### src/rtl/painterengine_gpu_dma_reader.sv
// Read DMA for the display streamer: splits an address/length job into AXI4
// read bursts (max-burst and 4 KB page limited) and streams words to the pixel FIFO.
module painterengine_gpu_dma_reader #(
  parameter int PARAM_MAX_BURST  = 16,
  parameter int PARAM_ADDR_WIDTH = 32
) (
  input  logic                        i_wire_clock,
  input  logic                        i_wire_reset,
  input  logic                        i_wire_enable,
  input  logic [PARAM_ADDR_WIDTH-1:0] i_wire_address,
  input  logic [31:0]                 i_wire_length,
  output logic                        o_wire_done,
  output logic                        o_wire_error,
  output logic [31:0]                 o_wire_data,
  output logic                        o_wire_data_valid,
  input  logic                        i_wire_data_next,
  output logic [PARAM_ADDR_WIDTH-1:0] o_wire_araddr,
  output logic [7:0]                  o_wire_arlen,
  output logic                        o_wire_arvalid,
  input  logic                        i_wire_arready,
  input  logic [31:0]                 i_wire_rdata,
  input  logic [1:0]                  i_wire_rresp,
  input  logic                        i_wire_rlast,
  input  logic                        i_wire_rvalid,
  output logic                        o_wire_rready
);

  localparam logic [2:0] S_IDLE  = 3'd0;
  localparam logic [2:0] S_ADDR  = 3'd1;
  localparam logic [2:0] S_DATA  = 3'd2;
  localparam logic [2:0] S_DRAIN = 3'd3;
  localparam logic [2:0] S_DONE  = 3'd4;
  localparam logic [2:0] S_ERROR = 3'd5;

  localparam logic [31:0] LP_MAX_BURST = 32'(PARAM_MAX_BURST);

  // Beats for the next burst; addresses are word aligned, so page room is 1024 - word index.
  function automatic logic [8:0] f_burst_beats(input logic [9:0] word_in_page,
                                               input logic [31:0] remaining);
    logic [31:0] page_words;
    logic [31:0] beats;
    page_words = 32'd1024 - {22'd0, word_in_page};
    beats      = (remaining > LP_MAX_BURST) ? LP_MAX_BURST : remaining;
    beats      = (beats > page_words) ? page_words : beats;
    return 9'(beats);
  endfunction

  logic [2:0]                  r_state;
  logic [PARAM_ADDR_WIDTH-1:0] r_addr;
  logic [31:0]                 r_remaining;
  logic                        r_drain_err;
  logic                        r_armed;
  logic                        r_done;
  logic                        r_error;
  logic                        r_arvalid;
  logic [PARAM_ADDR_WIDTH-1:0] r_araddr;
  logic [7:0]                  r_arlen;

  logic [9:0]  w_src_word;
  logic [31:0] w_src_rem;
  logic [8:0]  w_next_beats;
  logic [7:0]  w_next_arlen;
  logic [8:0]  w_ar_beats;
  logic        w_ar_fire;
  logic        w_r_fire;
  logic        w_rready;
  logic        w_in_data;
  logic        w_resp_err;

  // Burst sizing source: job inputs when starting, internal counters otherwise.
  always_comb begin
    if (r_state == S_IDLE) begin
      w_src_word = i_wire_address[11:2];
      w_src_rem  = i_wire_length;
    end else begin
      w_src_word = r_addr[11:2];
      w_src_rem  = r_remaining;
    end
    w_next_beats = f_burst_beats(w_src_word, w_src_rem);
    w_next_arlen = 8'(w_next_beats - 9'd1);
    w_ar_beats   = {1'b0, r_arlen} + 9'd1;
  end

  // Read-channel handshake; data passes straight through while a burst is live.
  always_comb begin
    w_in_data  = (r_state == S_DATA);
    w_resp_err = (i_wire_rresp != 2'b00);
    if (r_state == S_DATA) begin
      w_rready = i_wire_data_next;
    end else begin
      w_rready = (r_state == S_DRAIN);
    end
    w_ar_fire = r_arvalid && i_wire_arready;
    w_r_fire  = i_wire_rvalid && w_rready;
  end

  assign o_wire_rready      = w_rready;
  assign o_wire_data_valid  = w_in_data && i_wire_rvalid && i_wire_data_next && !w_resp_err;
  assign o_wire_data        = w_in_data ? i_wire_rdata : 32'd0;
  assign o_wire_done        = r_done;
  assign o_wire_error       = r_error;
  assign o_wire_arvalid     = r_arvalid;
  assign o_wire_araddr      = r_araddr;
  assign o_wire_arlen       = r_arlen;

  // Job sequencer. r_armed records that enable was low in IDLE on the previous cycle.
  always_ff @(posedge i_wire_clock or posedge i_wire_reset) begin
    if (i_wire_reset) begin
      r_state     <= S_IDLE;
      r_addr      <= '0;
      r_remaining <= 32'd0;
      r_drain_err <= 1'b0;
      r_armed     <= 1'b0;
      r_done      <= 1'b0;
      r_error     <= 1'b0;
      r_arvalid   <= 1'b0;
      r_araddr    <= '0;
      r_arlen     <= 8'd0;
    end else begin
      r_armed <= (r_state == S_IDLE) && !i_wire_enable;
      case (r_state)
        S_IDLE: begin
          if (i_wire_enable && r_armed) begin
            r_addr      <= i_wire_address;
            r_remaining <= i_wire_length;
            if (i_wire_address[1:0] != 2'b00) begin
              r_state <= S_ERROR;
              r_error <= 1'b1;
            end else if (i_wire_length == 32'd0) begin
              r_state <= S_DONE;
              r_done  <= 1'b1;
            end else begin
              r_state   <= S_ADDR;
              r_arvalid <= 1'b1;
              r_araddr  <= i_wire_address;
              r_arlen   <= w_next_arlen;
            end
          end
        end
        S_ADDR: begin
          if (w_ar_fire) begin
            r_arvalid   <= 1'b0;
            r_addr      <= r_addr + {{(PARAM_ADDR_WIDTH-11){1'b0}}, w_ar_beats, 2'b00};
            r_remaining <= r_remaining - {23'd0, w_ar_beats};
            r_drain_err <= 1'b0;
            r_state     <= i_wire_enable ? S_DATA : S_DRAIN;
          end else if (!i_wire_enable) begin
            r_arvalid <= 1'b0;
            r_state   <= S_IDLE;
          end
        end
        S_DATA: begin
          if (w_r_fire) begin
            if (!i_wire_enable) begin
              r_drain_err <= 1'b0;
              r_state     <= i_wire_rlast ? S_IDLE : S_DRAIN;
            end else if (w_resp_err) begin
              if (i_wire_rlast) begin
                r_state <= S_ERROR;
                r_error <= 1'b1;
              end else begin
                r_state     <= S_DRAIN;
                r_drain_err <= 1'b1;
              end
            end else if (i_wire_rlast) begin
              if (r_remaining == 32'd0) begin
                r_state <= S_DONE;
                r_done  <= 1'b1;
              end else begin
                r_state   <= S_ADDR;
                r_arvalid <= 1'b1;
                r_araddr  <= r_addr;
                r_arlen   <= w_next_arlen;
              end
            end
          end else if (!i_wire_enable) begin
            r_drain_err <= 1'b0;
            r_state     <= S_DRAIN;
          end
        end
        S_DRAIN: begin
          if (i_wire_rvalid && i_wire_rlast) begin
            if (r_drain_err) begin
              r_state <= S_ERROR;
              r_error <= 1'b1;
            end else begin
              r_state <= S_IDLE;
            end
          end
        end
        S_DONE: begin
          if (!i_wire_enable) begin
            r_state <= S_IDLE;
            r_done  <= 1'b0;
          end
        end
        S_ERROR: begin
          if (!i_wire_enable) begin
            r_state <= S_IDLE;
            r_error <= 1'b0;
          end
        end
        default: begin
          r_state   <= S_IDLE;
          r_done    <= 1'b0;
          r_error   <= 1'b0;
          r_arvalid <= 1'b0;
        end
      endcase
    end
  end

endmodule

### config.mk
export PLATFORM = sky130hd
export DESIGN_NAME = painterengine_gpu_dma_reader
export DESIGN_NICKNAME = d
export VERILOG_FILES = /design/src/rtl/painterengine_gpu_dma_reader.sv
export SDC_FILE = /design/constraint.sdc
export NUM_CORES = 1
export LEC_CHECK = 0
export CAP_MARGIN = 5
export CORE_MARGIN = 3
export CORE_UTILIZATION = 30
export DETAILED_ROUTE_END_ITERATION = 6
export HOLD_SLACK_MARGIN = 0.15
export SYNTH_ARGS = -nofsm -noshare
export SYNTH_HDL_FRONTEND = slang
export SYNTH_SLANG_ARGS = --single-unit
export TNS_END_PERCENT = 1
### constraint.sdc
create_clock -name i_wire_clock -period 10.4 [get_ports i_wire_clock]
set_input_delay 1.04 -clock i_wire_clock [delete_from_list [all_inputs] [get_ports i_wire_clock]]
set_output_delay 1.04 -clock i_wire_clock [all_outputs]
set_load 0.01 [all_outputs]
# Yosys cells after proc, flatten, opt, wreduce, memory -nomap -nowiden
# Cells that the tools add are included.
# totals
ff_bits	112
input_bits	105
output_inout_bits	77
# op_classes
addsub	5
order_cmp	2
n_eq_ne	27
n_mux	82
bitwise	3
reduce_logical	29
# op_table
op	n
$mux W32	15
$pmux W32 S2	3
$mux W8	9
$logic_not A32 Y1	2
$mux W3	14
$mux W1	33
$add A32 B11 Y32	1
$gt A32 B32 Y1	1
$gt A32 B5 Y1 const B	1
$sub A32 B9 Y32	1
$reduce_and A10 Y1	3
$ne A2 B2 Y1 const B	11
$pmux W8 S2	1
$pmux W3 S5	1
$ne A2 B1 Y1 const B	6
$sub A11 B10 Y12 const A	1
$mux W10	1
$reduce_bool A2 Y1	5
$add A8 B1 Y9 const B	1
$ne A3 B3 Y1 const B	3
$reduce_and A9 Y1	1
$logic_and A1 B1 Y1	8
$pmux W1 S4	2
$sub A8 B1 Y8 const B	1
16 further kinds	23

# Depth between registers and ports, before layout
# Gate-level depths: netlist (run 1).
# logic_depth
ltp_word	13
mapped_depth	25
depth_no_buf	23

# Worst setup path after synthesis (run 1)
# No wires, ideal clock.
# synth_timing
path_type	register -> register
startpoint	reg r_state[1]
endpoint	reg r_arlen[6], in the netlist o_wire_arlen[6]
setup_time_ns	0.124
arrival_time_ns	4.604
required_ns	10.276
path_slack_ns	5.672
path_stages_with_launch	23
path_buffers	3
path_cell_list	dfrtp_1 > or3_1 > clkbuf_1 > buf_2 > buf_1 > mux2i_1 > ha_1 > nor3b_1 > nand3_1 > o41ai_1 > o21a_1 > xnor2_1 > ha_1 > nand2_1 > nor2_1 > a21boi_0 > or4_1 > nand2_1 > mux2i_1 > ha_1 > a2111oi_0 > a31o_1 > a211o_1
# synth_via
elab_chain_len	13
word_cells_on_any_way	32
classes_between	2 x add/sub; 2 x order compare; 10 x eq/ne; 14 x mux; 4 x reduce/logical
# synth_lines
element	line_no	text
start, declared	48	logic [2:0] r_state;
start signal, assigned	146	r_state <= i_wire_enable ? S_DATA : S_DRAIN;
start signal, assigned	156	r_state <= i_wire_rlast ? S_IDLE : S_DRAIN;
$logic_not A3 Y1	72, 121	
$mux W32	72	if (r_state == S_IDLE) begin
$gt A32 B5 Y1	43	beats = (remaining > LP_MAX_BURST) ? LP_MAX_BURST : remaining;
$mux W32	43	
$gt A32 B32 Y1	44	beats = (beats > page_words) ? page_words : beats;
$mux W8	44	
$sub A8 B1 Y8	80	w_next_arlen = 8'(w_next_beats - 9'd1);
$mux W8	166	if (r_remaining == 32'd0) begin
$mux W8	165	end else if (i_wire_rlast) begin
$mux W8	157	end else if (w_resp_err) begin
$mux W8	154	if (!i_wire_enable) begin
$mux W8	153	if (w_r_fire) begin
$pmux W8 S2	121	case (r_state)
end signal, assigned	136	r_arlen <= w_next_arlen;
end signal, assigned	173	r_arlen <= w_next_arlen;
end, declared	57	logic [7:0] r_arlen;
# Parallel ways exist; a longest one is shown, timed or not. The select of a mux whose other input is x is not followed.
# A chain may end at the register's enable or synchronous reset.

# Worst setup path after layout (run 1)
# layout_timing
startpoint	in i_wire_length[1]
endpoint	reg r_arlen[6], in the netlist o_wire_arlen[6]
# layout_via
elab_chain_len	12
word_cells_on_any_way	18
classes_between	1 x add/sub; 2 x order compare; 1 x eq/ne; 12 x mux; 2 x reduce/logical
# layout_lines
element	line_no	text
start, declared	11	input logic [31:0] i_wire_length,
$mux W32	72	
$gt A32 B5 Y1	43	
$mux W32	43	
$gt A32 B32 Y1	44	
$mux W8	44	
$sub A8 B1 Y8	80	
$mux W8	166	
$mux W8	165	
$mux W8	157	
$mux W8	154	
$mux W8	153	
$pmux W8 S2	121	
# Parallel ways exist; a longest one is shown, timed or not. The select of a mux whose other input is x is not followed.

==> results of run 1 <==
==> synth_stat cells, types with 4 or more instances <==
cell	count	area share, %
mux2i_1	40	4.9
or3_1	8	0.61
ha_1	32	4.9
buf_2	8	0.49
a211oi_1	12	1.1
clkbuf_1	46	2.1
nand4_1	11	0.84
o32ai_1	5	0.53
o311ai_0	9	0.96
dfrtp_1	112	34
o21ai_0	78	4.8
nor2_1	90	4.1
o211ai_1	6	0.55
a311oi_1	13	1.4
nand2_1	123	5.6
o22a_1	4	0.43
nand2b_1	8	0.61
xnor2_1	18	1.9
and2_1	5	0.38
o22ai_1	8	0.61
a21o_1	10	0.92
a32oi_1	10	1.1
nor3b_1	7	0.64
xor2_1	17	1.8
and3_1	50	3.8
a31oi_1	16	1.2
nor2b_1	9	0.69
nor3_1	27	1.6
inv_1	28	1.3
o21bai_1	5	0.46
o31ai_1	8	0.73
nor4_1	23	1.8
a21oi_1	69	4.2
nand3_1	28	1.7
==> worst paths after layout <==
kind                                  startpoint               to  slack (ns)  depth (start not counted)
max in group asynchronous           i_wire_reset       r_addr[16]        7.94                          3
worst min-delay path                   r_addr[0]        r_addr[0]        0.48                          2
worst max register to register        r_state[1]  o_wire_arlen[6]        5.23                         21
min in group asynchronous           i_wire_reset        r_addr[8]        1.07                          2
worst min register to register         r_addr[0]        r_addr[0]        0.48                          2
worst max-delay path            i_wire_length[1]  o_wire_arlen[6]        4.97                         17
==> cell families after synthesis <==
kind of cell    Yosys count
other cells               1
mux                      41
buf+inv                  86
compound gates          289
flops                   112
simple gates            409
fa+ha+maj                34
xor+xnor                 35
==> layer usage <==
| metal | vias up | GRT usage (%) | share of wire [%] |
|---|---|---|---|
| met2 | 320 | 30.3 | 47 |
| li1 | 4026 | - | - |
| met3 | 24 | 3.08 | 7.2 |
| met4 | 0 | 3.92 | 1.1 |
| met5 | - | 0 | 0 |
| met1 | 3995 | 26.0 | 45 |
==> layout make-up <==
type / count / area (um2) / share of cell area, %
multi-input combinational: 814 / 5100 / 47.8
sequential: 112 / 2800 / 26.3
timing repair buffer: 197 / 1930 / 18.1
tap: 335 / 419 / 3.93
clock buffer: 10 / 239 / 2.24
inverter: 28 / 108 / 1.01
clock inverter: 6 / 71.3 / 0.668
antenna: 1 / 2.50 / 0.0234
==> per-stage QoR <==
stage	util (%)	std cells	power (uW)	hold WS (ns)	worst slack (ns)
after floorplan	-	1012	2070	0.445	5.67
after global placement	39.2	1486	2700	0.459	4.72
after detailed placement	39.2	1486	2720	0.470	4.65
after CTS	40.4	1502	3110	0.487	5.03
after global routing	40.4	1503	3380	0.501	4.58
final	40.4	1503	3100	0.481	4.97
==> worst min-delay path: cells and delay by family (launching register included) <==
kind             cells  cell delay (ns)
flip-flops           1             0.35
AND/OR/NAND/NOR      2             0.11
==> power groups by stage <==
stage | Clock [uW] | Sequential [uW] | Combinational (uW)
5_1_grt | 406 | 891 | 2090
3_3_place_gp | 0 | 860 | 1840
6_report | 379 | 859 | 1860
2_1_floorplan | 0 | 820 | 1250
3_5_place_dp | 0 | 865 | 1850
4_1_cts | 387 | 856 | 1860
==> flip-flops by register name, summed over array words and instances (netlist names) <==
name	flops
r_state	3
r_drain_err	1
o_wire_arlen	8
r_armed	1
o_wire_error	1
r_addr	32
r_remaining	32
o_wire_arvalid	1
o_wire_araddr	32
o_wire_done	1
==> run_results.csv, run 1 <==
group,metric,value,unit
status,status,"finished clean",
cts,ctsResizeCount,0,
pwr,p_sw_share,47.1,%
cts,cts_buffers,9,
min_path,min_path_type,"reg -> reg",
final_layout,drive_above_1_share,4.71,%
final_layout,final_area,0.0107,mm2
floorplan,die_x,171,um
final_layout,final_cell_mix,"clkdlybuf4s50_1 (181), nand2_1 (123), dfrtp_1 (112)",
pwr,p_seq_share,27.7,%
logic_synthesis,synth_xor_area_share,3.74,%
cts,clock_latency,0.36,ns
critical_path,worstPathRequired,10.64,ns
logic_synthesis,ys_seq_elements,112,
floorplan,coreArea,0.0264,mm2
pwr,clock_power_share,12.2,%
cts,cts-hold-fix-buffers,0,
floorplan,dieArea,0.0294,mm2
sta,fin_skew,0.0144,ns
route,wirelength,27.6,mm
logic_synthesis,synth_simple_gate_area_share,24.7,%
route,drtPass1Iterations,5,
route,route.detailed.drc,0,
critical_path,cp-start-kind,"input pin",
sta,final_hold_viol_count,0,
logic_synthesis,syn_area,0.00820,mm2
critical_path,critPathKind,"in -> reg",
critical_path,crit_chain,"clkdlybuf4s50_1, nor4_1, nor2b_1, nor4_1, a41oi_2, a21oi_1, ha_1, nor2b_1, o211ai_1, a21boi_0, or4_1, nand2_1, mux2i_1, ha_1, a2111oi_0, a31o_1, a211o_1",
cts,cts_setup_buffers,0,
critical_path,slowest_delay,0.73,ns
floorplan,ios,182,
logic_synthesis,synth.area.mux_share,5.02,%
route,routed_via_density,5.57,
grt,grt_max_degree,75,
place,dpl_cell_area,0.0104,mm2
floorplan,dieHeight,171,um
pwr,p_int,1640,uW
critical_path,crit_slowest_cell,"nor4_1",
route,routedWlPerCell,18.3,um
cts,cts_max_level,3,
logic_synthesis,synth_cell_types,69,
sta,setup_viol,0,
sta,fmax,0.184,GHz
run,maxCapViolCount,0,
logic_synthesis,ys_seq_area_share,34.2,%
pwr,max-vdd-ir-drop,0.110,mV
grt,grt_pass1_wl,43.6,mm
sta,min_period,5.43,ns
critical_path,crit_arrival,5.67,ns
place,globalplace.congestion,0.902,
sta,fin_setup_tns,0,ns
logic_synthesis,synth_fa_ha_area_share,5.37,%
route,drtIter0Drc,669,
sta,rsz0062_at_grt,"false",
grt,grt_pass1_vias,7793,
final_layout,fillers,2649,
logic_synthesis,synthArstFlopShare,100,%
place,io_buffers,181,
critical_path,path_buf_inv,1,
cts,clk_pin_slew,0.08,ns
final_layout,final_common_cell,"clkdlybuf4s50_1",
cts,clock-sinks,112,
cts,cts_root_buffer,"clkbuf_16",
logic_synthesis,synth_top_family_by_area,"simple AND/OR/NAND/NOR gates",
cts,cts_tree,"done",
grt,antenna_found_initial,1,
place,dp.final_hpwl,20.5,mm
critical_path,end_kind,"flop",
pwr,power_frac_comb,60.1,%
route,num_vias,8365,
logic_synthesis,yosys_warnings,0,
logic_synthesis,synth_top_flop_cell,"dfrtp_1",
cts,clockBufferDepth,2,
pwr,power.switching,1460,uW
critical_path,crit_fanout,8,
logic_synthesis,synth_cells,1007,
route,postRouteAntennaNets,0,
floorplan,initial_core_util,31.0,%
final_layout,fin_nets,1301,
sta,maxSlewHeadroom,26.8,%
logic_synthesis,syn_area_per_cell,8.14,um2
logic_synthesis,synth-compound-area-share,22.8,%
sta,worstMarginPinSlew,1.09,ns
grt,grt_usage,18.6,%
critical_path,critical_path.top_delay_family,"simple AND/OR/NAND/NOR gates",
final_layout,area_growth,30.2,%
pwr,power.density,290,mW/mm2
pwr,leakagePower,0.00440,uW
logic_synthesis,synth_edf_count,0,
sta,min_period_over_period,52.2,%
floorplan,num_rows,59,
grt,grt-ovfl-total,0,
sta,maxSlewViolCount,0,
No activity file was read; power rests on OpenSTA's default activity.
==> inputs of run 2 (changes only) <==
clock period = 5.62 ns   (was 10.4 ns; I/O delays follow)
==> run 2 against run 1 <==
- critical path depth is 3 higher
- clock-buffer cell count is 1 higher
- setup slack worse by 4.3 ns
- final area is 0.13% higher
- sequential share of layout area hardly changed
- clock power is 66% higher
- clock skew is 0.0043 ns lower
- global-route usage is 0.29 points higher
- register-to-register slack worse by 4.5 ns
- routed wire length is 1.9% higher
- sequential cell count stayed put
- critical path type is now reg -> reg
- largest cell class unchanged
- largest power group unchanged
==> run_results.csv, run 2 (synthesis gave the netlist of run 1 again) <==
group,metric,value,unit
critical_path,crit_arrival,5.16,ns
critical_path,r2r-start,"r_state[0]",
critical_path,r2r_setup_slack,0.69,ns
floorplan,dieArea,0.0294,mm2
route,routed_via_density,5.53,
cts,ctsResizeCount,0,
floorplan,coreArea,0.0264,mm2
pwr,p_seq_share,27.0,%
place,io_buffers,181,
pwr,power.density,537,mW/mm2
status,status,"finished clean",
min_path,min_path_type,"reg -> reg",
cts,cts_root_buffer,"clkbuf_16",
final_layout,area_growth,30.3,%
final_layout,final_cell_mix,"clkdlybuf4s50_1 (181), nand2_1 (123), dfrtp_1 (112)",
route,postRouteAntennaNets,0,
grt,grt_max_degree,65,
pwr,leakagePower,0.00442,uW
floorplan,ios,182,
run,maxCapViolCount,0,
sta,worstMarginPinSlew,1.11,ns
sta,fin_setup_tns,0,ns
route,wirelength,28.1,mm
final_layout,final_cell_count_no_fill,1510,
floorplan,dieHeight,171,um
pwr,clock_power_share,11.0,%
pwr,max-vdd-ir-drop,0.168,mV
sta,rsz0062_at_grt,"false",
sta,setup_viol,0,
floorplan,num_rows,59,
place,dp.final_hpwl,20.7,mm
final_layout,multiInputGateArea,0.00510,mm2
route,routedWlPerCell,18.6,um
sta,maxSlewViolCount,0,
critical_path,critPathKind,"reg -> reg",
critical_path,worstPathRequired,5.85,ns
grt,grt_pass1_vias,7973,
critical_path,cp-start-kind,"flop",
sta,min_period_over_period,87.7,%
floorplan,initial_core_util,31.0,%
min_path,holdCritStartpoint,"o_wire_araddr[14]",
cts,clock-sinks,112,
grt,grt_usage,18.9,%
sta,min_period,4.93,ns
final_layout,final_common_cell,"clkdlybuf4s50_1",
min_path,min_to,"o_wire_araddr[14]",
final_layout,drive_above_1_share,5.11,%
critical_path,r2r-end,"o_wire_arlen[6]",
critical_path,crit_fanout,8,
cts,clk_pin_slew,0.08,ns
final_layout,fillers,2713,
critical_path,reg2regPathDepth,20,
floorplan,die_x,171,um
cts,cts-hold-fix-buffers,0,
final_layout,regArea,0.00280,mm2
route,drtPass1Iterations,5,
place,globalplace.congestion,0.898,
grt,antenna_found_initial,0,
pwr,power_frac_comb,62.0,%
critical_path,end_kind,"flop",
route,num_vias,8347,
cts,cts_buffers,9,
sta,hold-worst-slack,0.480,ns
cts,cts_max_level,3,
route,drtIter0Drc,588,
grt,grt-ovfl-total,0,
cts,clock_latency,0.35,ns
cts,cts_setup_buffers,0,
grt,grt_pass1_wl,44.1,mm
final_layout,fin_nets,1308,
sta,fmax,0.203,GHz
pwr,power.switching,2740,uW
place,placed_cells,1493,
min_path,whs_path_depth,2,
sta,fin_skew,0.0101,ns
sta,maxSlewHeadroom,25.5,%
cts,cts_tree,"done",
cts,clockBufferDepth,2,
sta,final_hold_viol_count,0,
pwr,p_sw_share,47.6,%
route,route.detailed.drc,0,
pwr,p_int,3010,uW
[run 2: metrics by stage]
stage	total power (uW)	worst slack [ns]	util [%]	instance area (um2)
final	5740	0.689	40.4	10700
after global routing	6260	0.193	40.4	10700
after CTS	5740	0.713	40.4	10700
after detailed placement	5080	0.489	39.4	10400
after global placement	5050	0.496	39.4	10400
after floorplan	3830	0.892	-	8220
[run 2: worst max path at each step]
stage | startpoint | end | slack [ns] | depth (start not counted)
after floorplan | r_state[1] | o_wire_arlen[6] | 0.89 | 22
after global placement | i_wire_length[22] | o_wire_arlen[6] | 0.50 | 17
after detailed placement | i_wire_length[22] | o_wire_arlen[6] | 0.49 | 17
after CTS | r_state[0] | o_wire_arlen[6] | 0.71 | 20
after global routing | r_state[0] | o_wire_arlen[6] | 0.19 | 21
final | r_state[0] | o_wire_arlen[6] | 0.69 | 20
[run 2: final cells by class]
class	count	share of cell area (%)
diodes	1	0.0234
clock buffers	11	2.18
clock inverters	5	0.363
inverters	28	1.01
multi-input cells	814	47.7
flip-flops and latches	112	26.2
well taps	335	3.92
repair buffers	204	18.6
[run 2: power by group through the flow]
stage	registers [uW]	clock network (uW)	logic (uW)
floorplan	1520	0	2310
global placement	1550	0	3500
detailed placement	1560	0	3530
CTS	1550	651	3550
global route	1610	678	3970
finish	1550	629	3560
[run 2: routing by layer]
| layer | vias to the layer above | global-route usage (%) | share of wire [%] |
|---|---|---|---|
| met3 | 19 | 3.26 | 7.3 |
| met4 | 0 | 4.02 | 1.2 |
| met2 | 312 | 31.0 | 47 |
| met5 | - | 0 | 0 |
| met1 | 3971 | 26.2 | 45 |
| li1 | 4045 | - | - |
[run 2: critical path: stages, from the launching register on]
cell and delay, ns:
dfrtp_1 0.38, or3_1 0.50, nand2_1 0.11, nand2_1 0.14
inv_1 0.09, ha_1 0.19, nor3b_1 0.34, nand3_1 0.12
o41ai_1 0.12, xnor2_1 0.32, ha_1 0.37, nand2_1 0.06
nor2_1 0.05, a21boi_0 0.13, or4_1 0.55, nand2_1 0.30
mux2i_1 0.25, ha_1 0.19, a2111oi_0 0.10, a31o_1 0.23
a211o_1 0.26
==> inputs of run 3 (changes only) <==
GPL_ROUTABILITY_DRIVEN = 0   (was default)
==> run 3 against run 2 <==
- sequential cell count unchanged
- first-iteration DRC count up 3.4%
- via count up 1.1%
- maximum frequency down 0.53%
- utilization up 0.23 points
- die area unchanged
- cell count up 0.13%
- critical endpoint unchanged
- highest routed layer is now met5
==> run_results.csv, run 3 (synthesis gave the netlist of run 1 again) <==
group,metric,value,unit
route,routed_via_density,5.58,
floorplan,initial_core_util,31.0,%
final_layout,n_antenna_cell,0,
sta,maxSlewHeadroom,23.2,%
critical_path,crit_slowest_cell,"or3_1",
place,io_buffers,181,
route,num_vias,8435,
route,wl_met1,12.9,mm
route,wirelength,28.4,mm
route,drtPass1Iterations,5,
cts,ctsResizeCount,0,
final_layout,final_common_cell,"clkdlybuf4s50_1",
route,routedWlPerCell,18.8,um
cts,clock_latency,0.37,ns
final_layout,drive_above_1_share,5.52,%
sta,maxSlewViolCount,0,
route,wl_met3,1.78,mm
grt,antenna_found_initial,1,
final_layout,fillers,2657,
place,dpl_cell_area,0.0104,mm2
floorplan,coreArea,0.0264,mm2
cts,clk_pin_slew,0.08,ns
critical_path,critical_path.most_common_cell,"nand2_1",
sta,rsz0062_at_grt,"false",
critical_path,crit_fanout,8,
grt,grt_max_degree,70,
route,drtIter0Drc,608,
pwr,power.density,541,mW/mm2
pwr,max-vdd-ir-drop,0.167,mV
grt,grt_pass1_wl,44.2,mm
min_path,min_path_type,"reg -> reg",
cts,clockBufferDepth,2,
floorplan,ios,182,
critical_path,crit_chain,"or3_1, nand2_1, nand2_1, inv_1, ha_1, nand2_1, o41ai_1, xnor2_1, ha_1, nand2_1, nor2_1, a21boi_0, o31ai_1, a21oi_1, nor2_1, a21oi_1, ha_1, a2111oi_0, a31o_1, a211o_1",
final_layout,area_growth,31.1,%
critical_path,crit_arrival,5.19,ns
critical_path,r2r_setup_slack,0.66,ns
place,dp.final_hpwl,21.0,mm
cts,cts_max_level,3,
status,status,"finished clean",
critical_path,worstPathRequired,5.86,ns
sta,final_hold_viol_count,0,
route,postRouteAntennaNets,0,
route,route.met2.wl,13.2,mm
sta,min_period,4.96,ns
sta,fin_setup_tns,0,ns
cts,cts_root_buffer,"clkbuf_16",
pwr,leakagePower,0.00445,uW
route,route.detailed.drc,0,
grt,grt_usage,18.9,%
final_layout,final_cell_mix,"clkdlybuf4s50_1 (181), nand2_1 (123), dfrtp_1 (112)",
floorplan,die_x,171,um
grt,grt-ovfl-total,0,
grt,grt_pass1_vias,8037,
sta,setup_viol,0,
route,dr.max_layer_used,"met5",
sta,fin_skew,0.0148,ns
floorplan,dieArea,0.0294,mm2
sta,min_period_over_period,88.2,%
cts,cts_setup_buffers,0,
critical_path,slowest_delay,0.51,ns
floorplan,dieHeight,171,um
cts,cts_tree,"done",
cts,cts-hold-fix-buffers,0,
final_layout,final_area,0.0107,mm2
critical_path,end_kind,"flop",
critical_path,cp-start-kind,"flop",
cts,cts_buffers,9,
sta,worstMarginPinSlew,1.15,ns
floorplan,num_rows,59,
cts,clock-sinks,112,
final_layout,fin_nets,1311,
critical_path,critPathKind,"reg -> reg",
sta,fmax,0.202,GHz
run,maxCapViolCount,0,
==> run 3: report_power, final <==
group	leakage [uW]	switching (uW)	total, uW	internal, uW
clock network	0.000155	340	706	366
logic	0.00291	2010	3550	1540
registers	0.00139	391	1550	1160
total	0.00445	2750	5810	3070
==> run 3: critical path: cells and delay by family (launching register included) <==
| family | cells | cell delay (ns) |
|---|---|---|
| and+or+nand+nor | 7 | 1.17 |
| buffers and inverters | 1 | 0.09 |
| xor gates and xnor gates | 1 | 0.34 |
| AOI/OAI and AO/OA | 8 | 2.22 |
| DFF | 1 | 0.39 |
| adders and majority gates | 3 | 0.61 |
==> run 3: worst paths after layout <==
check | startpoint | cells after the start | to
worst max register to register | r_state[0] | 20 | o_wire_arlen[6]
worst max-delay path | r_state[0] | 20 | o_wire_arlen[6]
min in group asynchronous | i_wire_reset | 2 | r_remaining[31]
max in group asynchronous | i_wire_reset | 3 | o_wire_araddr[18]
worst min register to register | o_wire_araddr[2] | 2 | o_wire_araddr[2]
worst min-delay path | o_wire_araddr[2] | 2 | o_wire_araddr[2]
==> run 3: through the flow <==
stage / utilization [%] / hold WS (ns) / setup WS (ns) / cells / power, uW
after floorplan: - / 0.445 / 0.892 / 1012 / 3830
after global placement: 39.5 / 0.458 / 0.538 / 1496 / 5040
after detailed placement: 39.5 / 0.469 / 0.423 / 1496 / 5080
after CTS: 40.7 / 0.485 / 0.709 / 1512 / 5810
after global routing: 40.7 / 0.510 / 0.272 / 1512 / 6330
final: 40.7 / 0.482 / 0.663 / 1512 / 5810
==> run 3: cell type report <==
class | instances | area (um2) | share of cell area [%]
Clock inverter | 6 | 72.6 | 0.675
Tap cell | 335 | 419 | 3.90
Inverter | 28 | 108 | 1.00
Timing Repair Buffer | 207 | 2010 | 18.7
Sequential cell | 112 | 2800 | 26.1
Multi-Input combinational cell | 814 | 5100 | 47.5
Clock buffer | 10 | 239 | 2.22
==> run 3: routing by layer <==
| layer | global-route usage (%) | vias to the layer above |
|---|---|---|
| li1 | - | 4048 |
| met1 | 26.1 | 4034 |
| met2 | 31.0 | 322 |
| met3 | 2.69 | 29 |
| met4 | 5.11 | 2 |
| met5 | 0 | - |
